<file path="src/rtl/rce_pkg.sv">
// rce_pkg -- shared definitions for the RCE (rotate-XOR circulant) QC-LDPC
// encoder/checker family.
//   rce_state_e : checker FSM states (IDLE=0, MSG=1, PAR=2, DONE=3)
//   BEAT_CNT_W  : width of the message-beat counter
//   RCE_MAX_W   : widest circulant the rotl helper can handle
//   rotl        : left rotate of the low w bits of a vector (shared with the
//                 encoder's parity unit)
package rce_pkg;

  typedef enum logic [1:0] {
    ST_IDLE = 2'd0,
    ST_MSG  = 2'd1,
    ST_PAR  = 2'd2,
    ST_DONE = 2'd3
  } rce_state_e;

  localparam int BEAT_CNT_W = 8;
  localparam int RCE_MAX_W  = 1024;

  // Rotate the low w bits of v left by (sh mod w); bits above w return as 0.
  function automatic logic [RCE_MAX_W-1:0] rotl(input logic [RCE_MAX_W-1:0] v,
                                                input int w,
                                                input int sh);
    logic [RCE_MAX_W-1:0] mask;
    logic [RCE_MAX_W-1:0] vm;
    int                   s;
    mask = ~({RCE_MAX_W{1'b1}} << w);
    vm   = v & mask;
    s    = sh % w;
    // For s == 0 the right shift by w yields zero because vm < 2**w.
    return ((vm << s) | (vm >> (w - s))) & mask;
  endfunction

endpackage

</file>
<file path="src/rtl/rce_rotxor_array.sv">
// rce_rotxor_array -- purely combinational beat contribution of one message
// beat: c = XOR over j of (in_data[j] ? rotl(f, j mod M) : 0).
// Ports:
//   in_data [Lm-1:0] : message beat
//   f       [M-1:0]  : circulant generator row for this beat
//   c       [M-1:0]  : contribution to the parity accumulator
module rce_rotxor_array
  import rce_pkg::*;
#(
  parameter int Lm = 32,
  parameter int M  = 32
) (
  input  logic [Lm-1:0] in_data,
  input  logic [M-1:0]  f,
  output logic [M-1:0]  c
);

  logic [RCE_MAX_W-1:0] f_ext_s;
  logic [M-1:0]         c_s;

  assign f_ext_s = RCE_MAX_W'(f);

  // XOR together the rotated copies of f selected by each set message bit.
  always_comb begin
    c_s = '0;
    for (int j = 0; j < Lm; j++) begin
      if (in_data[j]) begin
        c_s = c_s ^ M'(rotl(f_ext_s, M, j));
      end else begin
        c_s = c_s;
      end
    end
  end

  assign c = c_s;

endmodule

</file>
<file path="config.mk">
export PLATFORM = sky130hd
export DESIGN_NAME = rce_rotxor_array
export DESIGN_NICKNAME = d
export VERILOG_FILES = /design/src/rtl/rce_pkg.sv /design/src/rtl/rce_rotxor_array.sv
export SDC_FILE = /design/constraint.sdc
export NUM_CORES = 1
export LEC_CHECK = 0
export BUFFER_PORTS_ARGS = -buffer_cell sky130_fd_sc_hd__buf_4
export CORE_ASPECT_RATIO = 0.8
export CORE_UTILIZATION = 45
export DETAILED_ROUTE_END_ITERATION = 10
export SYNTH_ARGS = -nofsm -noshare
export SYNTH_HDL_FRONTEND = slang
export SYNTH_SLANG_ARGS = --single-unit
</file>
<file path="constraint.sdc">
create_clock -name vclk -period 2.1
set_clock_uncertainty 0.15 [all_clocks]
set_input_delay 0.21 -clock vclk [all_inputs]
set_output_delay 0.21 -clock vclk [all_outputs]
set_load 0.01 [all_outputs]
</file>
==> Word-level counts from Yosys, hierarchy flattened <==
Cells that the tools add are included.
{ "totals": {"ff_bits": 0, "inputBits": 64, "output_inout_bits": 32, "word_cells": 94} }
{ "classes": {"mux": 32, "n_bitwise": 62} }
{ "ops": {"columns": ["cell", "count"], "rows": [
  ["two-way mux 32 bit", 32],
  ["bitwise XOR 32 bit", 31],
  ["bitwise OR 32 x 1 -> 32 bit", 1],
  ["bitwise OR 32 x 10 -> 32 bit", 1],
  ["bitwise OR 32 x 11 -> 32 bit", 1],
  ["bitwise OR 32 x 12 -> 32 bit", 1],
  ["bitwise OR 32 x 13 -> 32 bit", 1],
  ["bitwise OR 32 x 14 -> 32 bit", 1],
  ["bitwise OR 32 x 15 -> 32 bit", 1],
  ["bitwise OR 32 x 16 -> 32 bit", 1],
  ["bitwise OR 32 x 17 -> 32 bit", 1],
  ["bitwise OR 32 x 18 -> 32 bit", 1],
  ["bitwise OR 32 x 19 -> 32 bit", 1],
  ["bitwise OR 32 x 2 -> 32 bit", 1],
  ["bitwise OR 32 x 20 -> 32 bit", 1],
  ["bitwise OR 32 x 21 -> 32 bit", 1],
  ["bitwise OR 32 x 22 -> 32 bit", 1],
  ["bitwise OR 32 x 23 -> 32 bit", 1],
  ["bitwise OR 32 x 24 -> 32 bit", 1],
  ["bitwise OR 32 x 25 -> 32 bit", 1],
  ["bitwise OR 32 x 26 -> 32 bit", 1],
  ["bitwise OR 32 x 27 -> 32 bit", 1],
  ["bitwise OR 32 x 28 -> 32 bit", 1],
  ["bitwise OR 32 x 29 -> 32 bit", 1],
  ["9 further kinds", 9]
]} }

==> Depth between registers and ports, before layout <==
Gate-level depths: netlist (run 1).
{ "logic_depth": {"ltp_word": 63, "depth_mapped": 7, "mapped_depth_nobuf": 6} }

==> Worst setup path before layout (run 1) <==
No wires, ideal clock.
{ "synth_timing": {"path_type": "in2out", "from": "input in_data[28]", "to": "output c[15]", "arrival_ns": 1.285, "t_required_ns": 1.740, "slack_ns": 0.455, "stages": 7, "n_path_buf": 1, "cell_sequence": "buf_2 -> nand2_1 -> xor2_1 -> xnor2_1 -> xnor2_1 -> xnor2_1 -> xnor2_1"} }
{ "synth_via": {"elab_chain_cells": 7} }
{ "synth_lines": {"columns": ["element", "line_no", "text"], "rows": [
  ["start, declared", "rce_rotxor_array.sv:13", "input logic [Lm-1:0] in_data,"],
  ["two-way mux 32 bit (*)", "rce_rotxor_array.sv:27", "if (in_data[j]) begin"],
  ["bitwise XOR 32 bit", "rce_rotxor_array.sv:28", "c_s = c_s ^ M'(rotl(f_ext_s, M, j));"],
  ["two-way mux 32 bit (*)", "rce_rotxor_array.sv:27", null],
  ["bitwise XOR 32 bit", "rce_rotxor_array.sv:28", null],
  ["two-way mux 32 bit (*)", "rce_rotxor_array.sv:27", null],
  ["bitwise XOR 32 bit", "rce_rotxor_array.sv:28", null],
  ["two-way mux 32 bit (*)", "rce_rotxor_array.sv:27", null],
  ["end, declared", "rce_rotxor_array.sv:15", "output logic [M-1:0] c"]
]} }
Mark *: on every way between the ends. The rest lies on a longest branch, timed or not.

==> Final worst setup path (run 1) <==
{ "layout_timing": {"from": "input in_data[31]", "to": "output c[24]"} }
{ "layout_via": {"elab_chain_cells": 1} }
{ "layout_lines": {"columns": ["element", "line_no"], "rows": [
  ["two-way mux 32 bit", "rce_rotxor_array.sv:27"]
]} }
Every way passes these cells.

==> results of run 1 <==
-- how the worst max path moves through the flow --
stage | startpoint | end | slack (ns) | depth (start not counted)
after global routing | in_data[15] | c[29] | -0.12 | 11
after floorplan | in_data[28] | c[15] | 0.46 | 7
after CTS | f[31] | c[11] | -0.04 | 10
after detailed placement | in_data[29] | c[21] | -0.16 | 10
final | in_data[31] | c[24] | -0.09 | 10
after global placement | f[9] | c[1] | -0.15 | 9
-- cell usage in the layout, fill, tap and decap left out --
master and n:
nand2_1 930, xnor2_1 616, buf_4 229, buf_12 181
xor2_1 166, xnor2_2 151, nand2_2 79, xor2_2 58
buf_6 51, clkbuf_16 33, buf_8 28, nand2_4 15
buf_16 7, bufbuf_16 2, xnor2_4 1
-- layout make-up --
type	instances	area (um^2)
fillers	2082	7110
multi-input cells	2016	14400
repair buffers	531	7420
well taps	377	472
-- critical path: stages --
cell and delay (ns):
buf_12 0.11, bufbuf_16 0.27, buf_4 0.11, nand2_2 0.06, xnor2_2 0.13, xnor2_1 0.22
xnor2_1 0.18, xnor2_1 0.13, xnor2_1 0.23, buf_4 0.16
-- logic make-up after synthesis --
kind of cell / count (synthesis)
buffers and inverters: 192
and+or+nand+nor: 1024
xor gates and xnor gates: 992
-- what timing repair did --
item / CTS / global route
resized for setup: 108 / 489
pin swaps: 78 / 345
setup buffers: 51 / 36
cloned: 5 / 33
endpoints found under the setup margin: 30 / 32
-- stage by stage --
stage               setup TNS [ns]  power [W]   util  cells
global route                 -1.86     0.0125  0.759   2924
global placement             -2.37     0.0101  0.594   2803
detailed placement           -2.32     0.0102  0.594   2803
floorplan                        0    0.00632      -   2208
CTS                         -0.162     0.0105  0.634   2858
finish                       -1.03     0.0121  0.759   2924
-- power breakdown --
part / switching, W / internal, W
combinational: 0.00586 / 0.00623
sequential: 0 / 0
clock: 0 / 0
-- metal layers --
layer	wire, um	vias up
li1	-	7098
met1	27700	8107
met2	31600	1764
met3	13500	566
met4	6540	0
met5	0	-
==> results by group, run 1 <==
Run status
  • Status: finished, violations left
  • Violated checks: negative setup slack

STA
  • Max Clk Rate: ~460 MHz
  • Worst setup margin: -0.0949 ns
  • RSZ-0062 raised after global routing: true
  • Slew headroom: 0.762
  • Final Hold Vio Count: 0
  • Fin Hold WS: 1.21 ns
  • Fin crit share: 1.05
  • Final setup violating endpoints: 19
  • Final worst path period need: between 2 and 2.5 ns
  • Pins Over Slew Limit: 0
  • Slew @ Worst Pin: about 0.35 ns

Synth
  • Syn_area_per_cell: 6.11 um^2
  • Post-synth top cells: nand2_1, xnor2_1, xor2_1, buf_2
  • XOR/XNOR Fraction of Synth Area: 0.644
  • Synth Warn #: 0
  • Largest area contributor in the netlist: xnor2_1
  • Mapped Cells: between 2000 and 2500
  • Area fraction in compound gates after synthesis: 0
  • Post-synthesis simple-gate area fraction: 0.285
  • Syn_nets: between 2000 and 2500
  • Cell Area, Synth: roughly 0.013 mm^2
  • Mux cell area share after synthesis: 0
  • Combinational family with the most area after synthesis: XOR/XNOR gates
  • Sequential cell area fraction in the yosys report: 0
  • Synth unique cells: 4
  • Yosys top cell area share: 0.499
  • Top post-synthesis cells by area: xnor2_1, nand2_1, xor2_1, buf_2
  • Most common cell in the synthesized netlist: nand2_1
  • Post-Synth Adder-Cell Area: 0

Die
  • # rows: 56
  • Die Ht: ~160 um
  • Die width: slightly below 200 um
  • # IOs: 96
  • Die Area: 0.0307 mm^2
  • Initial Util: 0.459
  • Core region area: 0.0294 mm^2

Final layout
  • Layout area overhead: 65.4%
  • Design area: 0.0223 mm^2
  • Layout sequential cell count: 0
  • Register Area: 0 um^2
  • Fin nets: 2613
  • Diodes inserted: 0
  • Clk_buf instances: 0
  • Layout cells sized above 1: 0.328

Drt
  • DR vias: around 18000
  • DRT iter0 DRCs: between 2000 and 3000
  • Vias per cell: between 5 and 6
  • DRC: 0
  • 1st-pass router iterations: 6
  • Wire length per cell: between 20 and 30 um
  • Final ANT Viol Nets: 0
  • Wirelength, routed: 79400 um

Critical path
  • CP Capture Type: primary output
  • Critical path type: in2out
  • Worst path required time: between 1.5 and 2 ns
  • Worst EP arrival: ~1.8 ns
  • Startpoint Class: primary input
  • Max Fanout on Critical Path: 5

Pwr
  • IR drop worst, VDD: between 0.0006 and 0.0007 V
  • PD cells: about 540 mW/mm^2
  • Leakage: 9.54 nW

Placed design
  • GPL Wtd Cong: 0.989
  • Placed Area: approximately 0.017 mm^2
  • Port Buf Inserts: 96
  • Placement Setup Slack: -0.158 ns
  • Post-DP HPWL: 48400 um

Global routing
  • GR Overflow Total: 0
  • GR Layer Usage met3: 0.100
  • GR peak layer: met2
  • Global routing usage on met2: 0.687
  • Initial antenna violation count: 1
  • Largest net degree at the start of global routing: 20
  • Number of global-route vias before repair: around 16000
  • First-pass GRT wire length: 99400 um
  • GRT Resource Usage Total: 0.438
  • Global routing usage on met1: 0.569

CTS
  • Hold buffers post-CTS: 0

Flow run
  • Maxcap violations: 0

Worst hold path
  • Worst min path class: in2out
  • Hold Startpoint: in_data[4]
  • Hold Path Sink: c[21]
  • Hold depth: 8
No activity file was read; power rests on OpenSTA's default activity.
==> run 2, diff against run 1 <==
--- a/config.mk
+++ b/config.mk
@@ -6,9 +6,12 @@
 export NUM_CORES = 1
 export LEC_CHECK = 0
 export BUFFER_PORTS_ARGS = -buffer_cell sky130_fd_sc_hd__buf_4
-export CORE_ASPECT_RATIO = 0.8
+export CELL_PAD_IN_SITES_DETAIL_PLACEMENT = 0
+export CELL_PAD_IN_SITES_GLOBAL_PLACEMENT = 1
 export CORE_UTILIZATION = 45
 export DETAILED_ROUTE_END_ITERATION = 10
+export PLACE_DENSITY_LB_ADDON = 0.1
+export REMOVE_ABC_BUFFERS = 1
 export SYNTH_ARGS = -nofsm -noshare
 export SYNTH_HDL_FRONTEND = slang
 export SYNTH_SLANG_ARGS = --single-unit
==> run 2 against run 1 <==
The flow still finishes with violations (negative setup slack). Utilization fell by 3.9 points. Design area fell by 4.7%. First-iteration DRC count is 14% lower. Sequential share of layout area stayed put. Via count decreased by 4.7%. Cell count shrank 0.82%. Total power fell by 3.1%. Die area barely moved. Wire length down 1.1%. Maximum frequency up 1.2%. Hold slack lost 0.013 ns. Non-clock buffer count fell by 37. Critical path type unchanged. Highest routed layer unchanged.
==> results by group, run 2 (synthesis results as in run 1) <==
Pwr
  • IR drop worst, VDD: just under 0.0007 V
  • PD cells: ~550 mW/mm^2
  • Final Power: around 0.012 W
  • Leakage: between 8 and 9 nW

Worst hold path
  • Worst min path class: in2out

Critical path
  • Worst path required time: about 1.7 ns
  • Worst EP arrival: around 1.8 ns
  • Max Fanout on Critical Path: 8
  • Slowest Stage Delay on Critical Path: roughly 0.32 ns
  • Crit path launch: f[23]
  • Critical-path cell list: buf_16, buf_12, buf_12, nand2_1, xnor2_1, xnor2_1, xnor2_1, xnor2_1, xnor2_1, buf_4
  • Worst setup path end: c[24]
  • CP Capture Type: primary output
  • Critical path type: in2out
  • Most common cell on crit path: xnor2_1
  • Startpoint Class: primary input
  • Slowest cell on the critical path: xnor2_1

Die
  • Die Ht: ~180 um
  • # IOs: 96
  • Die Area: just over 0.03 mm^2
  • Initial Util: 0.456
  • # rows: 63
  • Die width: between 150 and 200 um
  • Core region area: 0.0296 mm^2

STA
  • Slew @ Worst Pin: between 0.3 and 0.4 ns
  • Max Clk Rate: between 400 and 500 MHz
  • Final setup violating endpoints: 12
  • Fin crit share: 1.03
  • RSZ-0062 raised after global routing: true
  • Fin Hold WS: 1.19 ns
  • Setup_tns: -0.285 ns
  • Slew headroom: 0.770
  • Pins Over Slew Limit: 0
  • Final worst path period need: between 2 and 2.5 ns
  • Final Hold Vio Count: 0
  • Worst setup margin: -0.0679 ns

Drt
  • DR vias: roughly 17000
  • Vias per cell: 5.76
  • Wirelength, routed: approximately 79000 um
  • Final ANT Viol Nets: 0
  • Wire length per cell: around 27 um
  • DRT iter0 DRCs: between 2000 and 2500
  • 1st-pass router iterations: 6
  • DRC: 0

Placed design
  • Placed Area: roughly 0.017 mm^2
  • Dpl cells: between 2000 and 3000
  • GPL Wtd Cong: between 0.9 and 1
  • Port Buf Inserts: 96
  • Post-DP HPWL: between 40000 and 50000 um

Final layout
  • Layout sequential cell count: 0
  • Most frequent cells in the layout: nand2_1, xnor2_1, buf_4
  • Commonest non-fill, non-tap cell in the layout: nand2_1
  • Layout area overhead: 57.6%
  • # fillers: 2415
  • Fin nets: roughly 2600
  • Layout cells sized above 1: 0.281
  • Design area: 0.0213 mm^2
  • Register Area: 0 um^2
  • Diodes inserted: 0
  • Clk_buf instances: 0
  • Non-Filler Instances: 2900

CTS
  • Hold buffers post-CTS: 0

Global routing
  • GR Overflow Total: 0
  • GRT Resource Usage Total: 0.431
  • First-pass GRT wire length: 97900 um
  • Largest net degree at the start of global routing: 20
  • Initial antenna violation count: 0
  • Number of global-route vias before repair: roughly 15000

Flow run
  • Maxcap violations: 0

Run status
  • Status: finished, violations left
  • Violated checks: negative setup slack
-- run 2: cell types whose count changed in the layout (fill, tap and decap cells not counted), sizes merged --
| cell | delta |
|---|---|
| buf | -43 |
| clkbuf | +8 |
| bufbuf | -2 |
-- run 2: final cells by class --
class                      instances  area (um^2)  area share
multi-input combinational       2016        13800       0.651
timing repair buffer             494         6930       0.326
tap                              390          488      0.0229
-- run 2: critical path: cells and delay by family --
| kind | cells | cell delay, ns |
|---|---|---|
| AND/OR/NAND/NOR | 1 | 0.07 |
| buffers and inverters | 4 | 0.51 |
| XOR/XNOR | 5 | 0.99 |
-- run 2: where the power goes --
part | switching (W) | leakage [nW] | total [W] | internal [W]
Clock | 0 | 0 | 0 | 0
Sequential | 0 | 0 | 0 | 0
Combinational | 0.00562 | 8.98 | 0.0117 | 0.00609
Total | 0.00562 | 8.98 | 0.0117 | 0.00609
-- run 2: what timing repair did --
item | CTS | global route
cloned | 4 | 41
endpoints found under the hold margin | 0 | 0
endpoints found under the setup margin | 32 | 32
pin swaps | 42 | 277
resized for setup | 70 | 401
setup buffers | 21 | 45
-- run 2: how the worst min path moves through the flow --
stage                     start  endpoint  depth (start not counted)
detailed placement   in_data[7]     c[14]                          8
global route              f[13]     c[20]                          8
finish              in_data[17]     c[27]                          8
floorplan                 f[24]      c[0]                          6
global placement     in_data[7]     c[14]                          8
CTS                  in_data[7]     c[14]                          8
-- run 2: per-layer routing --
metal  track usage  part of all wire  up-vias
met5             0                 0        -
met3        0.0620              0.15      459
li1              -                 -     7053
met2         0.708              0.42     1510
met4         0.177             0.084        0
met1         0.560              0.35     7684
-- run 2: stage by stage --
| step | setup WS, ns | utilization |
|---|---|---|
| floorplan | 0.646 | - |
| global placement | -0.204 | 0.584 |
| detailed placement | -0.212 | 0.584 |
| CTS | -0.00492 | 0.605 |
| global route | -0.124 | 0.719 |
| finish | -0.0679 | 0.719 |
